`src/rtl/regfile_pkg.sv`:
```
// Shared types and helpers for the multi-port register file.
package regfile_pkg;

  typedef enum logic {
    ST_INIT = 1'b0,
    ST_RUN  = 1'b1
  } rf_state_t;

  localparam logic ENABLE  = 1'b1;
  localparam logic DISABLE = 1'b0;

  // One byte of a byte-enabled write: new byte when enabled, old byte otherwise.
  function automatic logic [7:0] byte_merge(input logic [7:0] old_b,
                                            input logic [7:0] new_b,
                                            input logic       en);
    return en ? new_b : old_b;
  endfunction

endpackage

```
`src/rtl/regfile_mp_if.sv`:
```
// Write port, read ports and init status of the multi-port register file.
interface regfile_mp_if #(
  parameter int DATA_W = 32,
  parameter int DEPTH  = 32,
  parameter int NUM_RD = 2
);
  localparam int ADDR_W = $clog2(DEPTH);

  logic                     we;
  logic [ADDR_W-1:0]        waddr;
  logic [DATA_W-1:0]        wdata;
  logic [DATA_W/8-1:0]      wbe;
  logic [NUM_RD*ADDR_W-1:0] raddr;
  logic [NUM_RD*DATA_W-1:0] rdata;
  logic                     init_busy;

  modport master (output we, waddr, wdata, wbe, raddr, input rdata, init_busy);
  modport slave  (input we, waddr, wdata, wbe, raddr, output rdata, init_busy);

endinterface

```
`src/rtl/regfile_init_ctl.sv`:
```
// Post-reset clear walk: zeroes one entry per cycle, then hands over to normal use.
//
// state   | meaning
// --------+------------------------------------------------
// ST_INIT | clearing entry cnt this cycle; user port blocked
// ST_RUN  | walk finished; user writes and reads live
module regfile_init_ctl
  import regfile_pkg::*;
#(
  parameter int DEPTH = 32,
  localparam int ADDR_W = $clog2(DEPTH)
) (
  input  logic              clk,
  input  logic              reset,
  output logic              init_busy,
  output logic              clr_we,
  output logic [ADDR_W-1:0] clr_addr
);

  rf_state_t         state_q, state_d;
  logic [ADDR_W-1:0] cnt_q, cnt_d;

  // State and walk counter registers.
  always_ff @(posedge clk) begin
    if (reset) begin
      state_q <= ST_INIT;
      cnt_q   <= '0;
    end else begin
      state_q <= state_d;
      cnt_q   <= cnt_d;
    end
  end

  // Next state; reset forces busy and suppresses the clear so the array is untouched.
  always_comb begin
    state_d   = state_q;
    cnt_d     = cnt_q;
    init_busy = DISABLE;
    clr_we    = DISABLE;
    clr_addr  = cnt_q;
    if (reset) begin
      init_busy = ENABLE;
    end else begin
      case (state_q)
        ST_INIT: begin
          init_busy = ENABLE;
          clr_we    = ENABLE;
          if (cnt_q == ADDR_W'(DEPTH - 1)) begin
            state_d = ST_RUN;
          end else begin
            cnt_d = cnt_q + 1'b1;
          end
        end
        default: ;
      endcase
    end
  end

endmodule

```
`src/rtl/regfile_mp.sv`:
```
// Multi-port register file: one byte-enabled write port, NUM_RD combinational
// read ports with write-first bypass, optional hard-wired zero entry.
module regfile_mp
  import regfile_pkg::*;
#(
  parameter int DATA_W   = 32,
  parameter int DEPTH    = 32,
  parameter int NUM_RD   = 2,
  parameter int ZERO_REG = 1,
  localparam int ADDR_W  = $clog2(DEPTH),
  localparam int NB      = DATA_W / 8
) (
  input logic         clk,
  input logic         reset,
  regfile_mp_if.slave bus
);

  localparam logic [ADDR_W:0] DEPTH_L = (ADDR_W + 1)'(DEPTH);

  logic [DATA_W-1:0] mem_q [DEPTH];

  logic              init_busy;
  logic              clr_we;
  logic [ADDR_W-1:0] clr_addr;

  logic              waddr_ok;
  logic              usr_wr;
  logic [DATA_W-1:0] wr_merge;
  logic              wr_en;
  logic [ADDR_W-1:0] wr_idx;
  logic [DATA_W-1:0] wr_val;
  logic [NUM_RD*DATA_W-1:0] rdata_all;

  regfile_init_ctl #(.DEPTH(DEPTH)) u_init_ctl (
    .clk       (clk),
    .reset     (reset),
    .init_busy (init_busy),
    .clr_we    (clr_we),
    .clr_addr  (clr_addr)
  );

  assign bus.init_busy = init_busy;

  // init_busy already covers reset, so writes during reset are dropped too.
  assign waddr_ok = ({1'b0, bus.waddr} < DEPTH_L) &&
                    !((ZERO_REG != 0) && (bus.waddr == '0));
  assign usr_wr   = bus.we && !init_busy && waddr_ok;

  // Stored word with enabled bytes replaced; feeds both the write and the bypass.
  always_comb begin
    wr_merge = mem_q[bus.waddr];
    for (int b = 0; b < NB; b++) begin
      wr_merge[8*b +: 8] = byte_merge(mem_q[bus.waddr][8*b +: 8],
                                      bus.wdata[8*b +: 8], bus.wbe[b]);
    end
  end

  // Write source select: clear walk owns the port until it finishes.
  always_comb begin
    wr_en  = DISABLE;
    wr_idx = clr_addr;
    wr_val = '0;
    if (clr_we) begin
      wr_en = ENABLE;
    end else if (usr_wr) begin
      wr_en  = ENABLE;
      wr_idx = bus.waddr;
      wr_val = wr_merge;
    end
  end

  // Storage array; deliberately no reset so it maps to plain flops or LUT RAM.
  always_ff @(posedge clk) begin
    if (wr_en) begin
      mem_q[wr_idx] <= wr_val;
    end
  end

  for (genvar p = 0; p < NUM_RD; p++) begin : g_rd
    logic [ADDR_W-1:0] ra;
    logic [DATA_W-1:0] rd;

    assign ra = bus.raddr[p*ADDR_W +: ADDR_W];

    // Read port: zero while busy, for the zero entry and out-of-range; else bypass or array.
    always_comb begin
      rd = '0;
      if (!init_busy && ({1'b0, ra} < DEPTH_L) &&
          !((ZERO_REG != 0) && (ra == '0))) begin
        if (bus.we && (ra == bus.waddr)) begin
          rd = wr_merge;
        end else begin
          rd = mem_q[ra];
        end
      end
    end

    assign rdata_all[p*DATA_W +: DATA_W] = rd;
  end

  assign bus.rdata = rdata_all;

endmodule
```
`src/flat_wrapper.sv`:
```
// flat-port wrapper written by rule: the top's interface ports become plain ports
module regfile_mp_flat import regfile_pkg::*;
#(
  parameter int DATA_W   = 32,
  parameter int DEPTH    = 32,
  parameter int NUM_RD   = 2,
  parameter int ZERO_REG = 1,
  localparam int ADDR_W  = $clog2(DEPTH),
  localparam int NB      = DATA_W / 8
)
  (clk, reset, bus_we, bus_waddr, bus_wdata, bus_wbe, bus_raddr, bus_rdata, bus_init_busy);
  regfile_mp_if #(.DATA_W(DATA_W), .DEPTH(DEPTH), .NUM_RD(NUM_RD)) bus_i ();
  input logic clk;
  input logic reset;
  input wire logic [$bits(bus_i.we)-1:0] bus_we;
  input wire logic [$bits(bus_i.waddr)-1:0] bus_waddr;
  input wire logic [$bits(bus_i.wdata)-1:0] bus_wdata;
  input wire logic [$bits(bus_i.wbe)-1:0] bus_wbe;
  input wire logic [$bits(bus_i.raddr)-1:0] bus_raddr;
  output wire logic [$bits(bus_i.rdata)-1:0] bus_rdata;
  output wire logic [$bits(bus_i.init_busy)-1:0] bus_init_busy;
  assign bus_i.we = bus_we;
  assign bus_i.waddr = bus_waddr;
  assign bus_i.wdata = bus_wdata;
  assign bus_i.wbe = bus_wbe;
  assign bus_i.raddr = bus_raddr;
  assign bus_rdata = bus_i.rdata;
  assign bus_init_busy = bus_i.init_busy;
  regfile_mp #(.DATA_W(DATA_W), .DEPTH(DEPTH), .NUM_RD(NUM_RD), .ZERO_REG(ZERO_REG)) u_core (.clk(clk), .reset(reset), .bus(bus_i));
endmodule
```
`config.mk`:
```
export PLATFORM = sky130hd
export DESIGN_NAME = regfile_mp_flat
export DESIGN_NICKNAME = d
export VERILOG_FILES = /design/src/rtl/regfile_pkg.sv /design/src/rtl/regfile_mp_if.sv /design/src/rtl/regfile_init_ctl.sv /design/src/rtl/regfile_mp.sv /design/src/flat_wrapper.sv
export SDC_FILE = /design/constraint.sdc
export NUM_CORES = 2
export LEC_CHECK = 0
export ABC_CLOCK_PERIOD_IN_PS = 7700
export BUFFER_PORTS_ARGS = -buffer_cell sky130_fd_sc_hd__clkbuf_2
export CORE_AREA = 2 2 326 328
export CTS_BUF_LIST = sky130_fd_sc_hd__clkbuf_4 sky130_fd_sc_hd__clkbuf_8
export DETAILED_ROUTE_END_ITERATION = 12
export DIE_AREA = 0 0 328 330
export PLACE_DENSITY_LB_ADDON = 0.1
export SYNTH_ARGS = -nofsm -noshare
export SYNTH_HDL_FRONTEND = slang
export SYNTH_SLANG_ARGS = --single-unit
```
`constraint.sdc`:
```
create_clock -name clk -period 7.7 [get_ports clk]
set_input_delay 1.925 -clock clk [delete_from_list [all_inputs] [get_ports clk]]
set_output_delay 1.925 -clock clk [all_outputs]
set_load 0.02 [all_outputs]
```
Word-level counts from Yosys, hierarchy flattened
Memory sizes are Yosys's and may differ from the RTL's.
Index checks and enable logic that the tools add are counted.
- register bits: 6
- memory bits (writable): 1024
- bits of input ports: 54
- output and inout bits: 65
- word-level logic and storage cells: 44
- memories: 1
- $add $sub $neg: 1
- equal/unequal tests: 3
- mux-type cells: 21
- bitwise operators: 2
- reductions and logical operators: 14
- memory list (memory ; words ; bits a word ; rd ports ; clocked after Yosys merged registers in ; write ports ; RTL line ; source):
    u_core.mem_q ; 32 ; 32 ; 3 ; 0 ; 1 ; regfile_mp.sv:20 ; logic [DATA_W-1:0] mem_q [DEPTH];
- operators by type and width (cell ; count):
    $mux W32 ; 6
    $mux W8 ; 4
    $logic_not A5 Y1 ; 3
    $eq A5 B5 Y1 ; 2
    $mux W5 ; 2
    $mux W1 ; 9
    $logic_and A1 B1 Y1 ; 6
    $add A5 B1 Y5 const B ; 1
    $eq A5 B5 Y1 const B ; 1
    $logic_not A1 Y1 ; 4
    $not A1 Y1 ; 2
    $reduce_and A2 Y1 ; 1

Logic depth before layout (Yosys ltp)
- depth in word-level cells: 9
- gate-level depth with buffers: 10
- depth with buffers taken out: 7

Hierarchy
From an unflattened synthesis, not the netlist that was laid out.
- cell total of the unflattened synthesis: 3540
- area, all modules: 57528.9 um2
- by module, submodules not included (module ; times used ; cells each ; area each (um2) ; seq. area each (um2)):
    regfile_mp ; 1 ; 3511 ; 57261.2 ; 30749.5
    regfile_init_ctl ; 1 ; 29 ; 267.8 ; 120.1

Worst setup path before layout
Ideal clock, no wire load.
- kind: input port to output port
- start point: input port bus_waddr[0]
- end point: output port bus_rdata[10]
- arrival: 3904 ps
- data required time: 5775 ps
- slack: 1871 ps
- cell stages on the path: 8
- buffers on the path: 4
- cells stage by stage: buf_6 > buf_8 > buf_8 > xnor2_1 > nand4_1 > or3_4 > clkbuf_1 > o311ai_1
- longest elaborated chain between the ends: 4
- elaborated cells on any way between the ends: 6
- those cells by class: eq/ne: 1; mux: 3; reduce/logical: 1; memory: 1
- RTL lines (what ; RTL line ; source):
    start: declaration ; flat_wrapper.sv:16 ; input wire logic [$bits(bus_i.waddr)-1:0] bus_waddr;
    $mem_v2 Z32 W32 / $eq A5 B5 Y1 (equally long branches) ; - ;
    $mux W8 / $logic_and A1 B1 Y1 (equally long branches) ; regfile_pkg.sv:16, regfile_mp.sv:90 ;
    $mux W32 * ; regfile_mp.sv:90 ; if (bus.we && (ra == bus.waddr)) begin
    $mux W32 * ; regfile_mp.sv:88 ; if (!init_busy && ({1'b0, ra} < DEPTH_L) &&
    end: declaration ; flat_wrapper.sv:20 ; output wire logic [$bits(bus_i.rdata)-1:0] bus_rdata;
Mark *: on every way between the ends. The rest lies on a longest branch, timed or not.

Worst setup path in the final report
- start point: input port bus_waddr[3]
- end point: output port bus_rdata[58]
The elaborated chain is that of the path after synthesis.

==> qor.txt <==
========================================================================================================
Final-stage net count                                                                               3772
Met1 track utilization from global routing                                                         52.8%
Cell taking the most area after synthesis                                                   sky130_fd_sc_hd__edfxtp_1
TritonCTS clock tree                                                                                 yes
Area contributors post-synth                                                                sky130_fd_sc_hd__edfxtp_1 54%, sky130_fd_sc_hd__mux4_2 18%, sky130_fd_sc_hd__mux2i_1 9.0%
H-tree Lvls                                                                                            4
Count of placed standard cells including taps                                                       4927
Number of standard cells in the final layout excluding fillers                                      5265
Routed len/inst                                                                                  43.7 um
Vertical die dimension                                                                            330 um
Pre-CTS setup slack                                                                             0.645 ns
CP required                                                                                      5.78 ns
HP Class                                                                                      reg -> reg
Synthesized area per cell                                                                       16.1 um2
Sort of element at the start of the critical path                                           primary input
Data arrival at the endpoint of the critical path                                                5.43 ns
Gp weighted congestion                                                                             0.919
Number of placement rows                                                                             119
Antenna Nets Post-Route                                                                                0
Endpoints failing hold                                                                                 0
Total number of yosys warnings                                                                         0
Avg Vias per Cell                                                                                   8.12
Cells on worst reg2reg path                                                                            6
RR Startpoint                                                                               u_core.u_init_ctl.state_q
Setup TNS                                                                                           0 ns
Crit-path max FO                                                                                      19
Sort of element at the end of the critical path                                               output pin
Slew headroom                                                                                     0.881%
Buffering stage count on the worst path with inverters included                                        2
CORE AREA                                                                                     105000 um2
Area of the die                                                                               108000 um2
Max clock buf depth                                                                                    3
Most Crowded Layer GR                                                                               met2
Cell with the most instances on the worst path                                              sky130_fd_sc_hd__clkbuf_2
Cell area power density                                                                       196 nW/um2
Post-CTS setup buffer count                                                                            0
Hold Buf Count CTS                                                                                     0
Top achievable clock speed                                                                       136 MHz
Layout cell share with drive strength beyond 1                                                     34.5%
Worst Slack Setup Final                                                                         0.349 ns
Failing checks                                                                              max-capacitance violations
Grt total ovfl                                                                                         0
Worst-Skew Late Latency                                                                          0.92 ns
Type of the worst setup path                                                                   in -> out
Sink Count                                                                                          1030
Count of cells along the worst hold path                                                               2
Yosys cell types                                                                                      73
Standard cell with the maximum stage delay on the critical path                             sky130_fd_sc_hd__o31ai_1
Die extent in x                                                                                   328 um
Pin count of the biggest net entering global routing                                                  94
Initial Utilization                                                                                54.6%
Worst Hold Launch                                                                           u_core.u_init_ctl.clr_addr[4]
Utilization after layout                                                                           61.5%
Fin Clk Skew                                                                                   0.0328 ns
Via count                                                                                          42800
Ratio of final minimum period to clock period                                                      95.5%
Overall Global Routing Usage                                                                       42.2%
Met3 routing resource usage after global routing                                                   14.6%
Inserted Clock Buffers                                                                               178
Async set or reset register ratio after synthesis                                                     0%
Detailed-placement wirelength estimate                                                         135000 um
Result of the run                                                                           finished with violations
Max Slew Vio Count                                                                                     0
Area fraction of the dominant cell type after synthesis                                            53.8%
Filler Cell Count                                                                                   7658
Post-synthesis instance area                                                                   57100 um2
Area added between synthesis and finish                                                            12.7%
Number of standard cells after synthesis                                                            3538
Post-CTS clock slew at the launch and capture registers of the worst setup and hold paths        0.05 ns
Total of endpoints with negative setup slack in the final report                                       0
First-pass detailed-route iteration total                                                              9
Met2 routing resource usage after global routing                                                   62.1%
Number of synthesized register bits                                                                 1030
Via count of the first global-routing pass                                                         41900
DR DRC count                                                                                           0
Global-route wire length before repair                                                         316000 um
Endpoint, Worst Hold                                                                        u_core.u_init_ctl.clr_addr[4]
Number of enable-type register cells in the synthesized netlist                                     1024
Unrepaired setup endpoints after global routing                                                    false
Final critical-path required period                                                              7.35 ns
PostCTS Resize Cnt                                                                                     0
Lkg Pwr                                                                                        0.0236 uW
Crit-path cells                                                                             clkbuf_2, or3b_2, o22ai_1, a2111oi_0, a31o_2, o31ai_1, clkbuf_2
Routed Wire Length                                                                             230000 um
Post-synthesis net count                                                                            3594
Most common flop cell mapped by yosys                                                       sky130_fd_sc_hd__edfxtp_1
Master cell of the clock root buffer                                                        sky130_fd_sc_hd__clkbuf_8
Iter 0 DRT Violations                                                                               7811
Delay of the slowest critical-path stage                                                         1.16 ns
Max IR drop VDD                                                                                 0.156 mV
Setup slack of the most critical reg-to-reg path                                                 3.89 ns
Count of boundary I/O pins                                                                           119
Input/output buffers                                                                                 118
Critical R2R Capture                                                                        u_core.mem_q[8][0]
Gate family responsible for the most delay along the worst path                             compound AO/OA/AOI/OAI gates
Transition time at the pin with the least slew margin                                            1.47 ns
Initial antenna violation count                                                                       12
Register area share after synthesis                                                                54.1%
Max Cap Violations                                                                                     1
========================================================================================================
-- tightest hold or removal path: stages, from the launching register on --
cell,delay (ns)
sky130_fd_sc_hd__dfxtp_1,0.36
sky130_fd_sc_hd__o21ai_0,0.09
sky130_fd_sc_hd__a21oi_1,0.07
-- how the worst max path moves through the flow --
| stage | start | to | cells past startpoint |
|---|---|---|---|
| final | bus_waddr[3] | bus_rdata[58] | 7 |
| after global routing | bus_waddr[3] | bus_rdata[58] | 7 |
| after CTS | bus_waddr[3] | bus_rdata[58] | 7 |
| after detailed placement | bus_waddr[3] | bus_rdata[58] | 7 |
| after global placement | bus_waddr[3] | bus_rdata[58] | 7 |
| after floorplan | bus_waddr[0] | bus_rdata[10] | 8 |
-- through the flow --
step           hold WS, ns  total power [uW]  area (um2)
6_report             0.575             12600       64300
5_1_grt              0.600             12900       64300
4_1_cts              0.561             12600       64300
3_5_place_dp         0.553              7430       60600
3_3_place_gp         0.528              7410       60600
2_1_floorplan        0.483              6990       57100
-- synth_stat cells (all sizes together), types with 22 or more instances --
library cell and n:
edfxtp 1024, mux2i 513, mux4 456, buf 187, clkbuf 148, o22ai 144
a211o 116, mux2 114, a22o 87, a21oi 59, a221oi 57, nor2 55
nor3 55, a22oi 51, o311ai 49, o221ai 39, a211oi 35, nor2b 31
a222oi 27, nand2 26, nand3 25, a31o 24, a2111oi 23, o31ai 23
o211ai 22
-- layer usage --
layer	vias to the layer above	share of wire, %
li1	15800	-
met1	21700	33
met2	4137	44
met3	1072	15
met4	10	7.9
met5	-	0.032
-- cells in the final DEF (no fill, tap or decap), types with 10 or more instances in the layout --
cell type	instances
sky130_fd_sc_hd__clkinvlp_4	14
sky130_fd_sc_hd__nor3_2	32
sky130_fd_sc_hd__clkbuf_8	180
sky130_fd_sc_hd__o2bb2ai_1	10
sky130_fd_sc_hd__a22oi_1	51
sky130_fd_sc_hd__a221oi_1	57
sky130_fd_sc_hd__a2111oi_0	23
sky130_fd_sc_hd__o22ai_1	144
sky130_fd_sc_hd__o21ai_0	10
sky130_fd_sc_hd__diode_2	10
sky130_fd_sc_hd__o221ai_1	39
sky130_fd_sc_hd__a222oi_1	27
sky130_fd_sc_hd__clkbuf_4	49
sky130_fd_sc_hd__a211oi_1	28
sky130_fd_sc_hd__mux4_2	456
sky130_fd_sc_hd__bufinv_16	13
sky130_fd_sc_hd__nor2b_1	25
sky130_fd_sc_hd__nand3_1	24
sky130_fd_sc_hd__edfxtp_1	1024
sky130_fd_sc_hd__nor2_1	21
sky130_fd_sc_hd__clkbuf_2	109
sky130_fd_sc_hd__buf_12	44
sky130_fd_sc_hd__a22o_1	87
sky130_fd_sc_hd__o211ai_1	22
sky130_fd_sc_hd__mux2i_1	513
sky130_fd_sc_hd__clkinv_1	38
sky130_fd_sc_hd__mux2_2	107
sky130_fd_sc_hd__nor3_1	22
sky130_fd_sc_hd__a211o_1	116
sky130_fd_sc_hd__a31o_2	24
sky130_fd_sc_hd__inv_1	15
sky130_fd_sc_hd__o311ai_0	24
sky130_fd_sc_hd__nand2_1	22
sky130_fd_sc_hd__a21oi_1	58
sky130_fd_sc_hd__o31ai_1	23
sky130_fd_sc_hd__o311ai_1	24
sky130_fd_sc_hd__nor2_4	34
sky130_fd_sc_hd__clkinv_2	33
sky130_fd_sc_hd__buf_4	173
-- where the power goes --
group | switching (uW) | total [uW] | internal, uW
clock | 2400 | 5260 | 2860
sequential | 23.0 | 6140 | 6110
combinational | 782 | 1220 | 442
-- sequential cells by signal, indices dropped and copies added, names as in the netlist --
signal and count:
u_core.mem_q 1024, u_core.u_init_ctl.clr_addr 5, u_core.u_init_ctl.state_q 1
-- cells by family after synthesis --
logic type / share of synthesized area, %
buffers and inverters: 2.88
and+or+nand+nor: 2.34
AOI/OAI and AO/OA: 11.2
adders and majority gates: 0.0438
xor gates and xnor gates: 0.184
DFF: 54.1
muxes: 29.3
-- final cells by class --
class / instances / area [um2] / share of cell area [%]
Timing Repair Buffer: 333 / 2830 / 4.39
Multi-Input combinational cell: 2157 / 25100 / 39.1
Clock inverter: 99 / 826 / 1.28
Clock buffer: 229 / 2850 / 4.42
Sequential cell: 1030 / 30900 / 48.0
Tap cell: 1391 / 1740 / 2.71
Inverter: 16 / 61.3 / 0.0953
Antenna cell: 10 / 25.0 / 0.0389
Note: power is estimated with default switching activity, not from simulation.
